**src/rtl/sent_pkg.sv**
```systemverilog
// Shared SENT serial-channel definitions: FSM encodings, frame counts and the
// frame-number -> {bit3, bit2} mapping used by the scheduler and its CRC operand builder.
package sent_pkg;

    localparam int unsigned SHORT_FRAMES    = 16;
    localparam int unsigned ENH_FRAMES      = 18;
    localparam int unsigned ENH_SYNC_FRAMES = 6;

    typedef logic [1:0] state_t;
    localparam state_t ST_IDLE     = 2'd0;
    localparam state_t ST_LOAD     = 2'd1;
    localparam state_t ST_CRC_WAIT = 2'd2;
    localparam state_t ST_SEND     = 2'd3;

    // Short message: bit3 marks frame 1, bit2 walks {id, data, crc} MSB first.
    function automatic logic [1:0] short_bits(input logic [4:0] frame, input logic [3:0] id,
                                              input logic [7:0] data, input logic [3:0] crc);
        logic [15:0] sh;
        sh = {id, data, crc} << (frame - 5'd1);
        return {frame == 5'd1, sh[15]};
    endfunction

    function automatic logic [1:0] enh_bits(input logic [4:0] frame, input logic cfg,
                                            input logic [7:0] id8, input logic [11:0] d12,
                                            input logic [15:0] d16, input logic [5:0] crc);
        logic [3:0]  hi, lo, nsh;
        logic [11:0] dat, dsh;
        logic [5:0]  csh;
        logic        b3, b2;
        hi  = cfg ? d16[15:12] : id8[7:4];
        lo  = cfg ? d16[11:8]  : id8[3:0];
        dat = cfg ? d16[11:0]  : d12;
        b3  = 1'b0;
        b2  = 1'b0;
        nsh = '0;
        if (frame >= 5'd1 && frame <= 5'(ENH_SYNC_FRAMES)) begin
            b3  = 1'b1;
            csh = crc << (frame - 5'd1);
            b2  = csh[5];
        end else if (frame >= 5'd7 && frame <= 5'(ENH_FRAMES)) begin
            dsh = dat << (frame - 5'd7);
            b2  = dsh[11];
            if (frame == 5'd8) begin
                b3 = cfg;
            end else if (frame >= 5'd9 && frame <= 5'd12) begin
                nsh = hi << (frame - 5'd9);
                b3  = nsh[3];
            end else if (frame >= 5'd14 && frame <= 5'd17) begin
                nsh = lo << (frame - 5'd14);
                b3  = nsh[3];
            end
        end
        return {b3, b2};
    endfunction

endpackage

```
**src/rtl/sent_serial_bit_mux.sv**
```systemverilog
// Combinational frame number -> {bit3, bit2} selector over the latched serial message.
module sent_serial_bit_mux
    import sent_pkg::*;
(
    input  logic        fmt,
    input  logic        cfg,
    input  logic [3:0]  id4,
    input  logic [7:0]  id8,
    input  logic [11:0] d12,
    input  logic [15:0] d16,
    input  logic [7:0]  d_short,
    input  logic [3:0]  crc_s,
    input  logic [5:0]  crc_e,
    input  logic [4:0]  frame,
    output logic [1:0]  bits
);

    always_comb begin
        if (fmt) begin
            bits = enh_bits(frame, cfg, id8, d12, d16, crc_e);
        end else begin
            bits = short_bits(frame, id4, d_short, crc_s);
        end
    end

endmodule

```
**src/rtl/sent_tx_serial_msg_sched.sv**
```systemverilog
// SENT slow-channel message scheduler: latches one short/enhanced message, fetches its CRC and
// serves one status nibble pair per frame_req. Optional SENT_MSG_COUNT_EN adds msg_count.
module sent_tx_serial_msg_sched
    import sent_pkg::*;
#(
    parameter int unsigned CRC_LAT = 1
) (
    input  logic        clk,
    input  logic        reset,
    input  logic        enable,
    input  logic        channel_format,
    input  logic        config_bit,
    input  logic [3:0]  id_4bit,
    input  logic [7:0]  id_8bit,
    input  logic [11:0] data_12bit,
    input  logic [15:0] data_16bit,
    input  logic [7:0]  data_short,
    output logic        crc_req,
    output logic        crc_fmt,
    output logic [11:0] crc_data_short,
    output logic [23:0] crc_data_enh,
    input  logic [3:0]  crc_serial,
    input  logic [5:0]  crc_enhanced,
    input  logic        frame_req,
    output logic [1:0]  status_bits,
    output logic        status_valid,
    output logic        msg_start,
    output logic        msg_done,
    output logic        busy
`ifdef SENT_MSG_COUNT_EN
    ,
    output logic [7:0]  msg_count
`endif
);

    state_t      state_q, state_d;
    logic        fmt_q, cfg_q;
    logic [3:0]  id4_q;
    logic [7:0]  id8_q, ds_q;
    logic [11:0] d12_q;
    logic [15:0] d16_q;
    logic [3:0]  crc_s_q;
    logic [5:0]  crc_e_q;
    logic [4:0]  frame_cnt_q, frame_nxt, last_frame;
    logic [1:0]  wait_cnt_q;
    logic [1:0]  status_bits_q, mux_bits;
    logic        crc_req_q, status_valid_q, msg_start_q, msg_done_q;
    logic        crc_done, serve, is_last;
    logic [23:0] enh_acc;

    assign last_frame = fmt_q ? 5'(ENH_FRAMES) : 5'(SHORT_FRAMES);
    assign crc_done   = (state_q == ST_CRC_WAIT) && (wait_cnt_q == 2'(CRC_LAT));
    // A request landing on the CRC_WAIT -> SEND edge is served as frame 1 with the fresh CRC.
    assign serve      = frame_req && ((state_q == ST_SEND) || crc_done);
    assign frame_nxt  = (state_q == ST_SEND) ? frame_cnt_q + 5'd1 : 5'd1;
    assign is_last    = serve && (frame_nxt == last_frame);

    sent_serial_bit_mux u_bit_mux (
        .fmt     (fmt_q),
        .cfg     (cfg_q),
        .id4     (id4_q),
        .id8     (id8_q),
        .d12     (d12_q),
        .d16     (d16_q),
        .d_short (ds_q),
        .crc_s   (crc_done ? crc_serial : crc_s_q),
        .crc_e   (crc_done ? crc_enhanced : crc_e_q),
        .frame   (frame_nxt),
        .bits    (mux_bits)
    );

    always_comb begin
        enh_acc = '0;
        for (int f = 7; f <= int'(ENH_FRAMES); f++) begin
            enh_acc = {enh_acc[21:0], enh_bits(5'(f), cfg_q, id8_q, d12_q, d16_q, 6'd0)};
        end
    end

    always_comb begin
        state_d = state_q;
        unique case (state_q)
            ST_IDLE:     if (enable) state_d = ST_LOAD;
            ST_LOAD:     state_d = ST_CRC_WAIT;
            ST_CRC_WAIT: if (crc_done) state_d = ST_SEND;
            ST_SEND:     if (is_last) state_d = enable ? ST_LOAD : ST_IDLE;
            default:     state_d = ST_IDLE;
        endcase
    end

    always_ff @(posedge clk) begin
        if (reset) begin
            state_q        <= ST_IDLE;
            {fmt_q, cfg_q} <= '0;
            id4_q          <= '0;
            id8_q          <= '0;
            ds_q           <= '0;
            d12_q          <= '0;
            d16_q          <= '0;
            crc_s_q        <= '0;
            crc_e_q        <= '0;
            frame_cnt_q    <= '0;
            wait_cnt_q     <= '0;
            status_bits_q  <= '0;
            crc_req_q      <= 1'b0;
            status_valid_q <= 1'b0;
            msg_start_q    <= 1'b0;
            msg_done_q     <= 1'b0;
        end else begin
            state_q        <= state_d;
            crc_req_q      <= (state_q == ST_LOAD);
            status_valid_q <= frame_req;
            msg_start_q    <= serve && (frame_nxt == 5'd1);
            msg_done_q     <= is_last;
            if (state_q == ST_LOAD) begin
                fmt_q       <= channel_format;
                cfg_q       <= config_bit;
                id4_q       <= id_4bit;
                id8_q       <= id_8bit;
                ds_q        <= data_short;
                d12_q       <= data_12bit;
                d16_q       <= data_16bit;
                frame_cnt_q <= '0;
                wait_cnt_q  <= '0;
            end else if (state_q == ST_CRC_WAIT) begin
                wait_cnt_q <= wait_cnt_q + 2'd1;
            end
            if (crc_done) begin
                crc_s_q <= crc_serial;
                crc_e_q <= crc_enhanced;
            end
            if (serve) begin
                frame_cnt_q   <= frame_nxt;
                status_bits_q <= mux_bits;
            end else if (frame_req || state_q == ST_IDLE) begin
                status_bits_q <= 2'b00;
            end
        end
    end

    assign crc_req        = crc_req_q;
    assign crc_fmt        = fmt_q;
    assign crc_data_short = {id4_q, ds_q};
    assign crc_data_enh   = enh_acc;
    assign status_bits    = status_bits_q;
    assign status_valid   = status_valid_q;
    assign msg_start      = msg_start_q;
    assign msg_done       = msg_done_q;
    assign busy           = (state_q != ST_IDLE);

`ifdef SENT_MSG_COUNT_EN
    logic [7:0] msg_count_q;
    always_ff @(posedge clk) begin
        if (reset) begin
            msg_count_q <= '0;
        end else if (is_last) begin
            msg_count_q <= msg_count_q + 8'd1;
        end
    end
    assign msg_count = msg_count_q;
`endif

endmodule

```
**config.mk**
```make
export PLATFORM = sky130hd
export DESIGN_NAME = sent_tx_serial_msg_sched
export DESIGN_NICKNAME = d
export VERILOG_FILES = /design/src/rtl/sent_pkg.sv /design/src/rtl/sent_serial_bit_mux.sv /design/src/rtl/sent_tx_serial_msg_sched.sv
export SDC_FILE = /design/constraint.sdc
export NUM_CORES = 1
export LEC_CHECK = 0
export CAP_MARGIN = 20
export CORE_UTILIZATION = 43
export DETAILED_ROUTE_END_ITERATION = 7
export PLACE_DENSITY_LB_ADDON = 0.05
export SLEW_MARGIN = 25
export SYNTH_ARGS = -nofsm -noshare
export SYNTH_HDL_FRONTEND = slang
export SYNTH_SLANG_ARGS = --single-unit
```
**constraint.sdc**
```tcl
create_clock -name clk -period 6.63 [get_ports clk]
set_input_delay 1.6575 -clock clk [delete_from_list [all_inputs] [get_ports clk]]
set_output_delay 1.6575 -clock clk [all_outputs]
set_load 0.1 [all_outputs]
```
# Yosys cells after proc, flatten, opt, wreduce, memory -nomap -nowiden
# Index checks and enable logic that the tools add are counted.
dict set report word_totals {
  mem_count 0
  wordCells 86
  input_bits 64
  latch_bits 0
  ram_bits 0
  output_inout_bits 44
  romBits 0
  regBits 75
}
dict set report op_classes {
  n_lt_le_gt_ge 8
  shift 5
  add_sub_neg 6
  n_reduce_logical 16
  n_bitwise 0
  div 0
  eq_ne 10
  muxes 24
  n_mul 0
}
# operator n
set ops {}
lappend ops {{<< shifter 16 x 5 -> 16 bit} 1}
lappend ops {{two-way mux 5 bit} 3}
lappend ops {{two-way mux 2 bit} 7}
lappend ops {{two-way mux 12 bit} 1}
lappend ops {{two-way mux 4 bit} 3}
lappend ops {{<< shifter 12 x 5 -> 12 bit} 1}
lappend ops {{>= comparator 5 x 4 -> 1 bit, second input constant} 2}
lappend ops {{<= comparator 5 bit, second input constant} 2}
lappend ops {{<< shifter 4 x 5 -> 4 bit} 2}
lappend ops {{subtractor 5 x 4 -> 5 bit, second input constant} 2}
lappend ops {{logical AND 1 bit} 8}
lappend ops {{two-way mux 1 bit} 8}
lappend ops {{one-hot mux 2 bit (4 select lines)} 1}
lappend ops {{two-way mux 6 bit} 1}
lappend ops {{inequality test 2 bit, second input constant} 3}
lappend ops {{nonzero test 2 bit} 3}
lappend ops {{<< shifter 6 x 5 -> 6 bit} 1}
lappend ops {{adder 5 x 1 -> 5 bit, second input constant} 1}
lappend ops {{equality test 5 x 1 -> 1 bit, second input constant} 1}
lappend ops {{equality test 5 x 4 -> 1 bit, second input constant} 1}
lappend ops {{equality test 5 bit} 1}
lappend ops {{>= comparator 5 x 1 -> 1 bit, second input constant} 1}
lappend ops {{>= comparator 5 x 3 -> 1 bit, second input constant} 1}
lappend ops {{<= comparator 5 x 3 -> 1 bit, second input constant} 1}
lappend ops {{10 further kinds} 13}

# Logic depth before layout (Yosys ltp)
dict set report depth {
  ltp_word 11
  depth_mapped 12
  ltp_nobuf 10
}

# Hierarchy
# From an unflattened synthesis, not the netlist that was laid out.
dict set report hier_totals {
  hier_cells 417
  area_unflattened_um2 4121.5
}
# module instances cells_each seq_area_each_um2 area_each_um2
set modules_own_cells {}
lappend modules_own_cells {sent_tx_serial_msg_sched 1 321 1501.4 3179.3}
lappend modules_own_cells {sent_serial_bit_mux 1 96 0.0 942.2}

# Least setup slack after synthesis
# Ideal clock, no wire load.
dict set report synth_path {
  path_kind {reg-to-output}
  from {reg cfg_q}
  to {out crc_data_enh[20]}
  path_buffers 3
  required_ns 4.972
  stages_incl_launch_ff 5
  arrival_ns 2.903
  slack_ns 2.070
  cell_sequence {dfxtp_1 -> buf_6 -> buf_6 -> buf_2 -> o21ai_0}
}
dict set report synth_via {
  elab_chain_cells 1
}
# item line_no
set synth_lines {}
lappend synth_lines {{start: declaration} sent_tx_serial_msg_sched.sv:37} ;# logic fmt_q, cfg_q;
lappend synth_lines {{start signal: assignment} sent_tx_serial_msg_sched.sv:116} ;# cfg_q <= config_bit;
lappend synth_lines {{two-way mux 12 bit} n/a}
lappend synth_lines {{end: declaration} sent_tx_serial_msg_sched.sv:21} ;# output logic [23:0] crc_data_enh,
# No other way between the ends.

# Worst setup path in the final report
dict set report layout_path {
  from {reg cfg_q}
  to {out crc_data_enh[7]}
}
dict set report layout_via {
  elab_chain_cells 1
}
# item
set layout_lines {}
lappend layout_lines {{two-way mux 4 bit}}
# No other way between the ends.

==> results.json <==
{
  "setup_viol": 0,
  "required_ns": 4.97,
  "antenna_found_initial": 0,
  "ant_nets": 0,
  "fin_crit_sh_pct": 63.0,
  "wire_per_inst_um": 15.7,
  "power.density_nw_per_um2": 359,
  "synth.area.top_cells": "dfxtp_1 36%, mux2i_1 15%, nor2_1 6.0%",
  "hold_class": "flop to flop",
  "synth_commonest_cells": "75 x dfxtp_1, 67 x nor2_1, 64 x mux2i_1, 26 x nand2_1, 19 x inv_1",
  "die_h_um": 101,
  "grt_usage_pct": 20.9,
  "cp_max_fo": 31,
  "clk_pin_slew_worst_paths_ns": 0.08,
  "synthXorXnorAreaFrac_pct": 2.02,
  "num_vias": 3475,
  "max_freq_mhz": 239,
  "vias_per_cell": 5.24,
  "p_leak_nw": 2.05,
  "synthAdderAreaFrac_pct": 3.85,
  "yosysMostFrequentCell": "dfxtp_1",
  "drive_gt1_share_pct": 11.6,
  "cts_sinks": 75,
  "die_width_um": 101,
  "endpoint_kind": "output port",
  "diodes": 0,
  "rsz0062_at_grt": "false",
  "routabilityCongestion": 0.924,
  "tightest_slew_ns": 1.01,
  "avgSynthCellArea_um2": 9.51,
  "slew_violations": 0,
  "clkLatencyLatePin_ns": 0.35,
  "fin_crit_ns": 4.18,
  "cts_tree": "done",
  "multi_input_area_um2": 2460,
  "synth_compound_area_share_pct": 12.7,
  "grt_pass1_vias": 3319,
  "synth-edff-count": 0,
  "start_kind": "flop",
  "fin_nets": 606,
  "ctsHoldBuffers": 0,
  "yosysWarnings": 0,
  "crit_chain": "buf_4 > nand2_1 > o21ai_0 > clkdlybuf4s50_1",
  "synthSimpleGateAreaFrac_pct": 14.4,
  "cts-buffers-inserted": 9,
  "synth-seq-cells": 75,
  "r2r_setup_slack_ns": 3.00,
  "synth_area_um2": 4220,
  "rows": 35,
  "dieArea_um2": 10200,
  "synth.top_cell.area_share_pct": 35.6,
  "run_status": "finished, final reports clean",
  "cap_viol_max_count": 0,
  "synthMuxAreaShare_pct": 24.9,
  "maxSlewHeadroom_pct": 32.6,
  "finalSetupTns_ns": 0,
  "core_area_um2": 9370,
  "grt_start_max_net_pins": 76,
  "route.detailed.drc": 0,
  "root_buffer": "clkbuf_8",
  "cp_top_family": "buffers and inverters",
  "arrival_ns": 2.52,
  "synth_flop_cell": "dfxtp_1",
  "start_util_pct": 45.0,
  "ir_worst_vdd_v": 0.000219,
  "netlist_instances": 444,
  "clk_path_buf_depth": 2,
  "area_growth_pct": 29.1,
  "drt-total-wl_mm": 10.4,
  "ys_seq_area_share_pct": 35.6,
  "path_buf_inv": 2,
  "htree_levels": 3,
  "dp.final_hpwl_mm": 7.25,
  "clock-skew-final_ns": 0.00975,
  "finalHoldViolations": 0,
  "cts_setup_buffers": 0,
  "cts_resized": 0,
  "finalPower_mw": 1.96,
  "async_reset_ff_share_pct": 0,
  "fillCellCount": 879,
  "drt-initial-drc-count": 131,
  "critPathKind": "flop to output port",
  "grt_pass1_wl_mm": 16.5,
  "ioPinCount": 108,
  "yosysTopAreaCell": "dfxtp_1",
  "synth_cell_type_count": 68,
  "max_stage_delay_ns": 1.20,
  "synth_top_family_by_area": "multiplexers",
  "drtPass1Iterations": 4,
  "seqCellArea_um2": 1500,
  "cpMaxStageDelayCell": "clkdlybuf4s50_1",
  "port_buffers": 104,
  "grt_remaining_overflow": 0
}
==> worst reg2reg max path: cells and delay by family (launching register included) <==
family	cells	cell delay, ns
fa+ha+maj	2	1.47
compound gates	3	0.40
simple gates	2	0.58
flops	1	0.45
mux	1	0.59
==> final timing paths <==
path,start,to,cells past startpoint
worst max-delay path,cfg_q,crc_data_enh[7],4
worst min-delay path,crc_s_q[1],crc_s_q[1],2
worst max register to register,state_q[0],status_bits[0],8
worst min register to register,crc_s_q[1],crc_s_q[1],2
==> registers in the layout (all words and copies together) (netlist names), 2 cells and up <==
signal / cells
ds_q: 8
frame_cnt_q: 5
crc_s_q: 4
wait_cnt_q: 2
d12_q: 12
state_q: 2
id4_q: 4
crc_e_q: 6
id8_q: 8
d16_q: 16
status_bits: 2
==> stage by stage <==
step	instance area, um2	std cells	hold slack (ns)	utilization (%)	worst slack (ns)
global route	5450	663	0.499	58.2	2.35
finish	5450	663	0.457	58.2	2.45
floorplan	4230	446	0.433	-	2.07
CTS	5450	663	0.461	58.2	2.46
detailed placement	5260	647	0.450	56.2	2.85
global placement	5260	647	0.439	56.2	2.93
==> per-layer routing <==
metal / routed length, um / part of all wire, % / GRT usage (%) / up-vias
li1: - / - / - / 1737
met1: 4940 / 48 / 28.9 / 1620
met2: 4640 / 45 / 31.3 / 106
met3: 672 / 6.5 / 5.34 / 12
met4: 129 / 1.2 / 7.58 / 0
met5: 0 / 0 / 0 / -
==> logic make-up (layout without fill, tap and decap cells) <==
kind of cell | after synthesis | after routing
and+or+nand+nor | 131 | 131
muxes | 88 | 88
DFF | 75 | 75
AOI/OAI and AO/OA | 72 | 72
buffers and inverters | 56 | 144
adders and majority gates | 13 | 13
xor gates and xnor gates | 8 | 8
other | 1 | 3
==> power by group <==
group / internal [mW] / switching [mW]
logic: 0.335 / 0.689
clock network: 0.158 / 0.181
registers: 0.534 / 0.0611
total: 1.03 / 0.931
==> final cells by class <==
cell class,count,area share [%]
multi-input combinational,315,45.2
sequential,75,27.5
timing repair buffer,106,19.3
tap,129,2.96
clock buffer,11,2.78
inverter,22,1.56
clock inverter,5,0.643
==> cell usage in the layout, fill, tap and decap left out, types with 11 or more instances in the layout <==
cell type        synthesis  layout
inv_1                   19      19
a21oi_1                 14      14
clkbuf_8                 0      11
nor2_1                  67      67
dfxtp_1                 75      75
clkdlybuf4s50_1          0     103
o21ai_0                 11      11
nand2_1                 26      26
ha_1                    13      12
mux4_2                  11      11
mux2i_1                 64      64
mux2_2                  11      11
No activity file was read; power rests on OpenSTA's default activity.
